==> src/rtl/booth_r4_seq_mult.sv <==
// booth_r4_seq_mult: sequential radix-4 Booth multiplier, one digit/clock.
// Optional BOOTH_R4_EARLY_TERM_EN: finish once remaining digits are zero.
module booth_r4_seq_mult #(
  parameter int WIDTH = 32
) (
  input  logic               clk,
  input  logic               rst,
  input  logic               start,
  input  logic               signed_mode,
  input  logic [WIDTH-1:0]   a_in,
  input  logic [WIDTH-1:0]   b_in,
  output logic               ready,
  output logic               valid,
  output logic [2*WIDTH-1:0] product
);

  localparam int EW = WIDTH + 2;
  localparam int D  = EW / 2;
  localparam int PW = 2 * WIDTH;
  localparam int KW = $clog2(D);

  localparam logic [1:0] S_IDLE = 2'd0;
  localparam logic [1:0] S_RUN  = 2'd1;
  localparam logic [1:0] S_DONE = 2'd2;

  logic [1:0]    state_q, state_d;
  // A extended to PW bits; shifted left by 2 per digit so it is A<<2k.
  logic [PW-1:0] a_q, a_d;
  // {extended B, B[-1]}; shifted right by 2 per digit, triplet in [2:0].
  logic [EW:0]   b_q, b_d;
  logic [PW-1:0] acc_q, acc_d;
  logic [PW-1:0] prod_q, prod_d;
  logic [KW-1:0] k_q, k_d;
  logic          valid_q, valid_d;

  logic [PW-1:0] pp;
  logic [EW:0]   b_sh;
  logic          last;

  // Remaining multiplier bits after retiring this digit, sign-filled.
  assign b_sh = {b_q[EW], b_q[EW], b_q[EW:2]};

`ifdef BOOTH_R4_EARLY_TERM_EN
  // Stop when every remaining digit must decode to zero.
  assign last = (k_q == KW'(D - 1)) || (&b_sh) || ~(|b_sh);
`else
  assign last = (k_q == KW'(D - 1));
`endif

  // Booth digit decode into the shifted partial product.
  always_comb begin
    pp = '0;
    case (b_q[2:0])
      3'b001, 3'b010: pp = a_q;
      3'b011:         pp = a_q << 1;
      3'b100:         pp = -(a_q << 1);
      3'b101, 3'b110: pp = -a_q;
      default:        pp = '0;
    endcase
  end

  // Next-state logic for the control FSM and datapath registers.
  always_comb begin
    state_d = state_q;
    a_d     = a_q;
    b_d     = b_q;
    acc_d   = acc_q;
    prod_d  = prod_q;
    k_d     = k_q;
    valid_d = 1'b0;
    case (state_q)
      S_IDLE: begin
        if (start) begin
          state_d = S_RUN;
          a_d = {{WIDTH{signed_mode & a_in[WIDTH-1]}}, a_in};
          b_d = {{2{signed_mode & b_in[WIDTH-1]}}, b_in, 1'b0};
          acc_d = '0;
          k_d = '0;
        end
      end
      S_RUN: begin
        acc_d = acc_q + pp;
        a_d = a_q << 2;
        b_d = b_sh;
        k_d = k_q + KW'(1);
        if (last) begin
          prod_d  = acc_q + pp;
          valid_d = 1'b1;
          state_d = S_DONE;
        end
      end
      S_DONE: state_d = S_IDLE;
      default: state_d = S_IDLE;
    endcase
  end

  // State registers with synchronous reset.
  always_ff @(posedge clk) begin
    if (rst) begin
      state_q <= S_IDLE;
      a_q     <= '0;
      b_q     <= '0;
      acc_q   <= '0;
      prod_q  <= '0;
      k_q     <= '0;
      valid_q <= 1'b0;
    end else begin
      state_q <= state_d;
      a_q     <= a_d;
      b_q     <= b_d;
      acc_q   <= acc_d;
      prod_q  <= prod_d;
      k_q     <= k_d;
      valid_q <= valid_d;
    end
  end

  assign ready   = (state_q == S_IDLE);
  assign valid   = valid_q;
  assign product = prod_q;

endmodule

==> config.mk <==
export PLATFORM = sky130hd
export DESIGN_NAME = booth_r4_seq_mult
export DESIGN_NICKNAME = d
export VERILOG_FILES = /design/src/rtl/booth_r4_seq_mult.sv
export SDC_FILE = /design/constraint.sdc
export NUM_CORES = 1
export LEC_CHECK = 0
export CORE_MARGIN = 2
export CORE_UTILIZATION = 60
export CTS_CLUSTER_SIZE = 14
export DETAILED_ROUTE_END_ITERATION = 6
export GPL_TIMING_DRIVEN = 0
export PLACE_DENSITY = 0.88
export SYNTH_ARGS = -nofsm -noshare
export SYNTH_HDL_FRONTEND = slang
export SYNTH_SLANG_ARGS = --single-unit
==> constraint.sdc <==
create_clock -name clk -period 9.33 [get_ports clk]
set_input_delay 1.3995 -clock clk [delete_from_list [all_inputs] [get_ports clk]]
set_output_delay 1.3995 -clock clk [all_outputs]
set_load 0.05 [all_outputs]
After elaboration in Yosys (flattened, before gate mapping)
Index checks and enable logic that the tools add are counted.
Word-level totals
  memory bits (read-only): 0
  bits in registers: 235
  bits in writable memories: 0
  memories: 0
  word-level logic and storage cells: 47
  latch bits: 0
Operators by class
  multiplexer cells: 13
  bitwise operators: 3
  multiply operators: 0
  reduce and logical (&&, ||, !) cells: 9
  magnitude comparators: 0
  add/subtract/negate cells: 4
  equality and inequality tests: 10
  shift operators: 0
  divide/modulo/power cells: 0
Operators by type and width (count)
  $pmux W64 S2: 2
  $pmux W64 S4: 1
  $mux W64: 2
  $neg A64 Y64: 2
  $pmux W35 S2: 1
  $add A64 B64 Y64: 1
  $mux W35: 1
  $pmux W5 S2: 1
  $eq A3 B3 Y1 const B: 3
  $eq A3 B2 Y1 const B: 2
  $reduce_and A2 Y1: 3
  $reduce_or A2 Y1: 3
  $add A5 B1 Y5 const B: 1
  $eq A5 B5 Y1 const B: 1
  $mux W5: 1
  $mux W2: 2
  $ne A2 B2 Y1 const B: 2
  $pmux W2 S2: 1
  $eq A3 B1 Y1 const B: 1
  $reduce_and A3 Y1: 1
  $and A1 B1 Y1: 2
  $eq A2 B1 Y1 const B: 1
  $logic_not A2 Y1: 1
  $reduce_bool A2 Y1: 1
  other kinds (2): 2

Depth between registers and ports, before layout
  word-level depth: 5
  mapped depth: 25
  gate-level depth less buffers: 23

Worst setup path before layout
OpenSTA, ideal clock, no wires.
  path kind: register to register
  start point: register a_q[3]
  end point: register acc_q[61]
  arrival time: 5.687 ns
  path slack: 3.527 ns
  period minus slack after synthesis: 5.803 ns
  cell stages (with the launch flop): 24
  required time: 9.213 ns
  cells stage by stage: dfxtp_1 -> buf_6 -> nor4_4 -> nand4_4 -> or3_4 -> or3_4 -> or3_4 -> or3_4 -> or4b_4 -> xor2_1 -> a221oi_2 -> a31oi_1 -> ha_1 -> clkbuf_1 -> a21o_1 -> a221oi_1 -> o21ai_0 -> or2_2 -> a2111oi_0 -> o31ai_1 -> nand4_1 -> nand3_1 -> nor2b_1 -> a22o_1
On the way
  cells in the longest elaborated chain, start to end: 4
  elaborated cells on any way between the ends: 5
  classes of those cells: 3 x add/sub; 2 x mux
RTL lines
  start, declared: RTL line 28  | logic [PW-1:0] a_q, a_d;
  start signal, assigned: RTL line 101  | a_q <= '0;
  start signal, assigned: RTL line 109  | a_q <= a_d;
  $neg A64 Y64 (on tied branches): RTL line 57, 56
  $pmux W64 S4 *: RTL line 53  | case (b_q[2:0])
  $add A64 B64 Y64 *: RTL line 82  | acc_d = acc_q + pp;
  $pmux W64 S2 *: RTL line 71  | case (state_q)
  end signal, assigned: RTL line 103  | acc_q <= '0;
  end signal, assigned: RTL line 111  | acc_q <= acc_d;
  end, declared: RTL line 31  | logic [PW-1:0] acc_q, acc_d;
Every way passes the cells marked *; elsewhere a longest branch is shown, timed or not.
A chain may end at the register's enable or synchronous reset.

Worst setup path in the final report
  start point: register b_q[2]
  end point: register prod_q[62], in the netlist product[62]
On the way
  cells in the longest elaborated chain, start to end: 4
  elaborated cells on any way between the ends: 10
  classes of those cells: 1 x add/sub; 6 x eq/ne; 1 x mux; 2 x reduce/logical
RTL lines
  start, declared: RTL line 30  | logic [EW:0] b_q, b_d;
  start signal, assigned: RTL line 102  | b_q <= '0;
  start signal, assigned: RTL line 110  | b_q <= b_d;
  $eq A3 B3 Y1, or another cell as far along: RTL line 53
  $reduce_or A2 Y1: RTL line 53
  $pmux W64 S4 *: RTL line 53
  $add A64 B64 Y64 *: RTL line 87  | prod_d = acc_q + pp;
  end signal, assigned: RTL line 112  | prod_q <= prod_d;
  end, declared: RTL line 32  | logic [PW-1:0] prod_q, prod_d;
Marks and branches as above.

==> results.yml <==
clock_network:
  holdBufCountCts: 0
  clk_latency_ns: 0.56
  ctsHtreeMaxLevel: 1
  post_cts_resized: 0
  postCtsSetupBuffers: 0
  clock_sinks: 235
  cts_tree: "built"
  cts_made_buffers: 26
  root_buffer: "clkbuf_16"
  max-clock-path-buffers: 3
  clk_pin_slew_worst_paths_ns: 0.06
detailed_routing:
  drcViolationCount: 4
  vias: 17900
  ant_nets: 0
  drtPass1Iterations: 7
  avgRoutedWirePerCell_um: 21.9
  drt_iter0_drc: 2168
  routed_wl_um: 59200
  vias_per_cell: 6.60
die:
  rows: 60
  start_util_pct: 61.3
  chipHeight_um: 170
  io_pins: 134
  die-area_sq_um: 29000
  core_sq_um: 27000
  die_x_um: 170
timing:
  setup_viol_count_final: 0
  worst_slew_pin_slew_ns: 1.41
  fmax_ghz: 0.138
  tns_ns: 0
  grt_setup_unrepaired: "no"
  layout_setup_ws_ns: 2.06
  slew_viol_final: 0
  fin_skew_ns: 0.0256
  relSlewSlack_pct: 5.17
  min_period_over_period_pct: 77.9
  fin_crit_ns: 7.27
  finalHoldViolations: 0
setup_path:
  reg2reg_depth: 18
  critical_path.most_common_cell: "clkbuf_1"
  path_depth: 18
  path_max_fanout: 10
  r2r-start: "b_q[2]$_SDFFE_PP0P_"
  required_ns: 9.83
  crit_slowest_cell: "o41ai_1"
  end_kind: "register"
  crit_type: "register to register"
  critPathLaunchType: "register"
  crit_chain: "clkbuf_1 -> clkbuf_1 -> clkbuf_1 -> clkbuf_1 -> o22ai_1 -> nand2_1 -> o21ai_0 -> ha_1 -> o21ai_0 -> o21ai_0 -> a21oi_1 -> o41ai_1 -> a41oi_1 -> o211ai_1 -> and2_1 -> a41oi_1 -> or4_1 -> nand3_1"
  arrival_ns: 7.77
  max_stage_delay_ns: 0.96
  cp_top_family: "compound AO/OA/AOI/OAI gates"
  cp_num_buf_inv: 4
  startpoint: "b_q[2]$_SDFFE_PP0P_"
logic_synthesis:
  synth.avg_cell_area_sq_um: 7.57
  yosysUniqueCellTypes: 88
  ys_ff_latch: 235
  syn_inst: 2189
  synth_edf_count: 0
  synth_ff_type: "dfxtp_1"
  async_reset_ff_share_pct: 0
  syn_nets: 2324
  synth-seq-area-share_pct: 28.4
  syn_area_sq_um: 16600
  synth-warning-count: 0
cells_and_area:
  synthToLayoutAreaGrowth_pct: 15.8
  drive_gt1_share_pct: 6.89
  nets: 2484
  fin_util_pct: 71.0
  final_cell_area_sq_um: 19200
  antenna_cells: 0
  num-fill-cells: 2115
place:
  pre_cts_ws_ns: 2.35
  dp_hpwl_um: 44800
  postPlaceCellArea_sq_um: 18300
  port_buffers: 132
  routabilityCongestion: 1.01
power_and_ir_drop:
  p_per_area_nw_per_um2: 159
  p_leak_nw: 7.38
  ir_drop_v: 0.000185
  power_frac_seq_pct: 35.9
  p_clk_share_pct: 35.3
  p_switching_mw: 1.04
  power_mw: 3.04
  p_int_mw: 2.01
  combPwrFrac_pct: 28.9
  switching_share_pct: 34.0
flow_run:
  cap_violations: 0
grt:
  grtUsageMet2_pct: 64.3
  gr-usage-met3_pct: 5.74
  grt_pass1_vias: 16200
  grt.total_usage_pct: 39.8
  grt-busiest-layer: "met2"
  grt_max_degree: 14
  met1_usage_pct: 54.5
  grt_pass1_wl_um: 90700
  antenna_found_initial: 1
  overflow: 0
hold_path:
  min_path_type: "register to register"
  whs_path_depth: 2
  hp-start: "product[39]$_SDFFE_PP0P_"
status:
  status: "finished with violations"
  violations: "DRC"
stage by stage:
step                      cells  hold WS [ns]
after floorplan            2189         0.432
after global placement     2662         0.441
after detailed placement   2662         0.447
after CTS                  2707         0.454
after global routing       2707         0.474
final                      2707         0.454
flip-flops by register name (all words and copies together), names as in the netlist:
name,count
b_q,35
product,64
a_q,64
acc_q,64
k_q,5
state_q,2
valid,1
Yosys cell counts, types with 24 or more instances:
cell	count	share of area [%]
nand4_1	26	0.98
a31oi_1	26	0.98
xor2_1	70	3.7
ha_1	66	5.0
or3_1	24	0.91
nand2_1	264	6.0
nand3_1	25	0.75
nor3_1	29	0.88
o221a_2	61	4.1
inv_1	27	0.61
nor2_1	217	4.9
nor2b_1	68	2.6
o21ai_0	123	3.7
a21oi_1	253	7.6
dfxtp_1	235	28
a22oi_1	91	4.1
clkbuf_1	164	3.7
xnor2_1	77	4.1
a21o_1	33	1.5
routing by layer:
| metal | up-vias | routed length [um] |
|---|---|---|
| met5 | - | 0 |
| met4 | 0 | 2060 |
| met3 | 145 | 6220 |
| met2 | 1119 | 26500 |
| met1 | 8354 | 24400 |
| li1 | 8242 | - |
cells by family after synthesis:
group,after synthesis,share of synthesized area (%)
AOI/OAI and AO/OA,748,30.2
and+or+nand+nor,739,21.4
buffers and inverters,242,6.43
DFF,235,28.4
xor gates and xnor gates,148,7.86
adders and majority gates,67,5.10
muxes,10,0.611
tightest hold or removal path, delay by kind of cell, from the launching register on:
kind	cells	cell delay, ns
AO/OA/AOI/OAI	1	0.05
AND/OR/NAND/NOR	1	0.05
flip-flops	1	0.31
power by group through the flow:
| stage | registers [mW] | clock network, mW | logic, mW |
|---|---|---|---|
| floorplan | 1.10 | 0 | 0.596 |
| global placement | 1.11 | 0 | 0.822 |
| detailed placement | 1.11 | 0 | 0.838 |
| CTS | 1.09 | 1.07 | 0.848 |
| global route | 1.10 | 1.11 | 0.940 |
| finish | 1.09 | 1.07 | 0.878 |
worst paths after layout:
kind / slack, ns / to
setup reg to reg: 2.06 / product[62]$_SDFFE_PP0P_
hold / removal: 0.45 / product[39]$_SDFFE_PP0P_
hold reg to reg: 0.45 / product[39]$_SDFFE_PP0P_
setup / recovery: 2.06 / product[62]$_SDFFE_PP0P_
layout make-up:
class	count	area [sq um]	share of cell area [%]
flip-flops and latches	235	4700	24.5
multi-input cells	1712	10800	56.3
well taps	341	427	2.22
plain buffers	212	953	4.97
clock buffers	37	722	3.76
repair buffers	132	1320	6.88
clock inverters	8	154	0.802
inverters	30	113	0.586
cell usage in the layout, fill, tap and decap left out, types with 26 or more instances in the layout:
| cell type | Yosys | final |
|---|---|---|
| nor2_1 | 217 | 217 |
| o221a_2 | 61 | 61 |
| a21o_1 | 33 | 33 |
| dfxtp_1 | 235 | 235 |
| clkbuf_1 | 164 | 172 |
| a22oi_1 | 91 | 91 |
| inv_1 | 27 | 27 |
| clkdlybuf4s50_1 | 0 | 132 |
| a21oi_1 | 253 | 253 |
| nand2_1 | 264 | 264 |
| xor2_1 | 70 | 70 |
| clkbuf_16 | 0 | 26 |
| nor2b_1 | 68 | 68 |
| nor3_1 | 29 | 29 |
| nand4_1 | 26 | 26 |
| a31oi_1 | 26 | 26 |
| xnor2_1 | 77 | 77 |
| ha_1 | 66 | 66 |
| o21ai_0 | 123 | 123 |
Note: power is estimated with default switching activity, not from simulation.
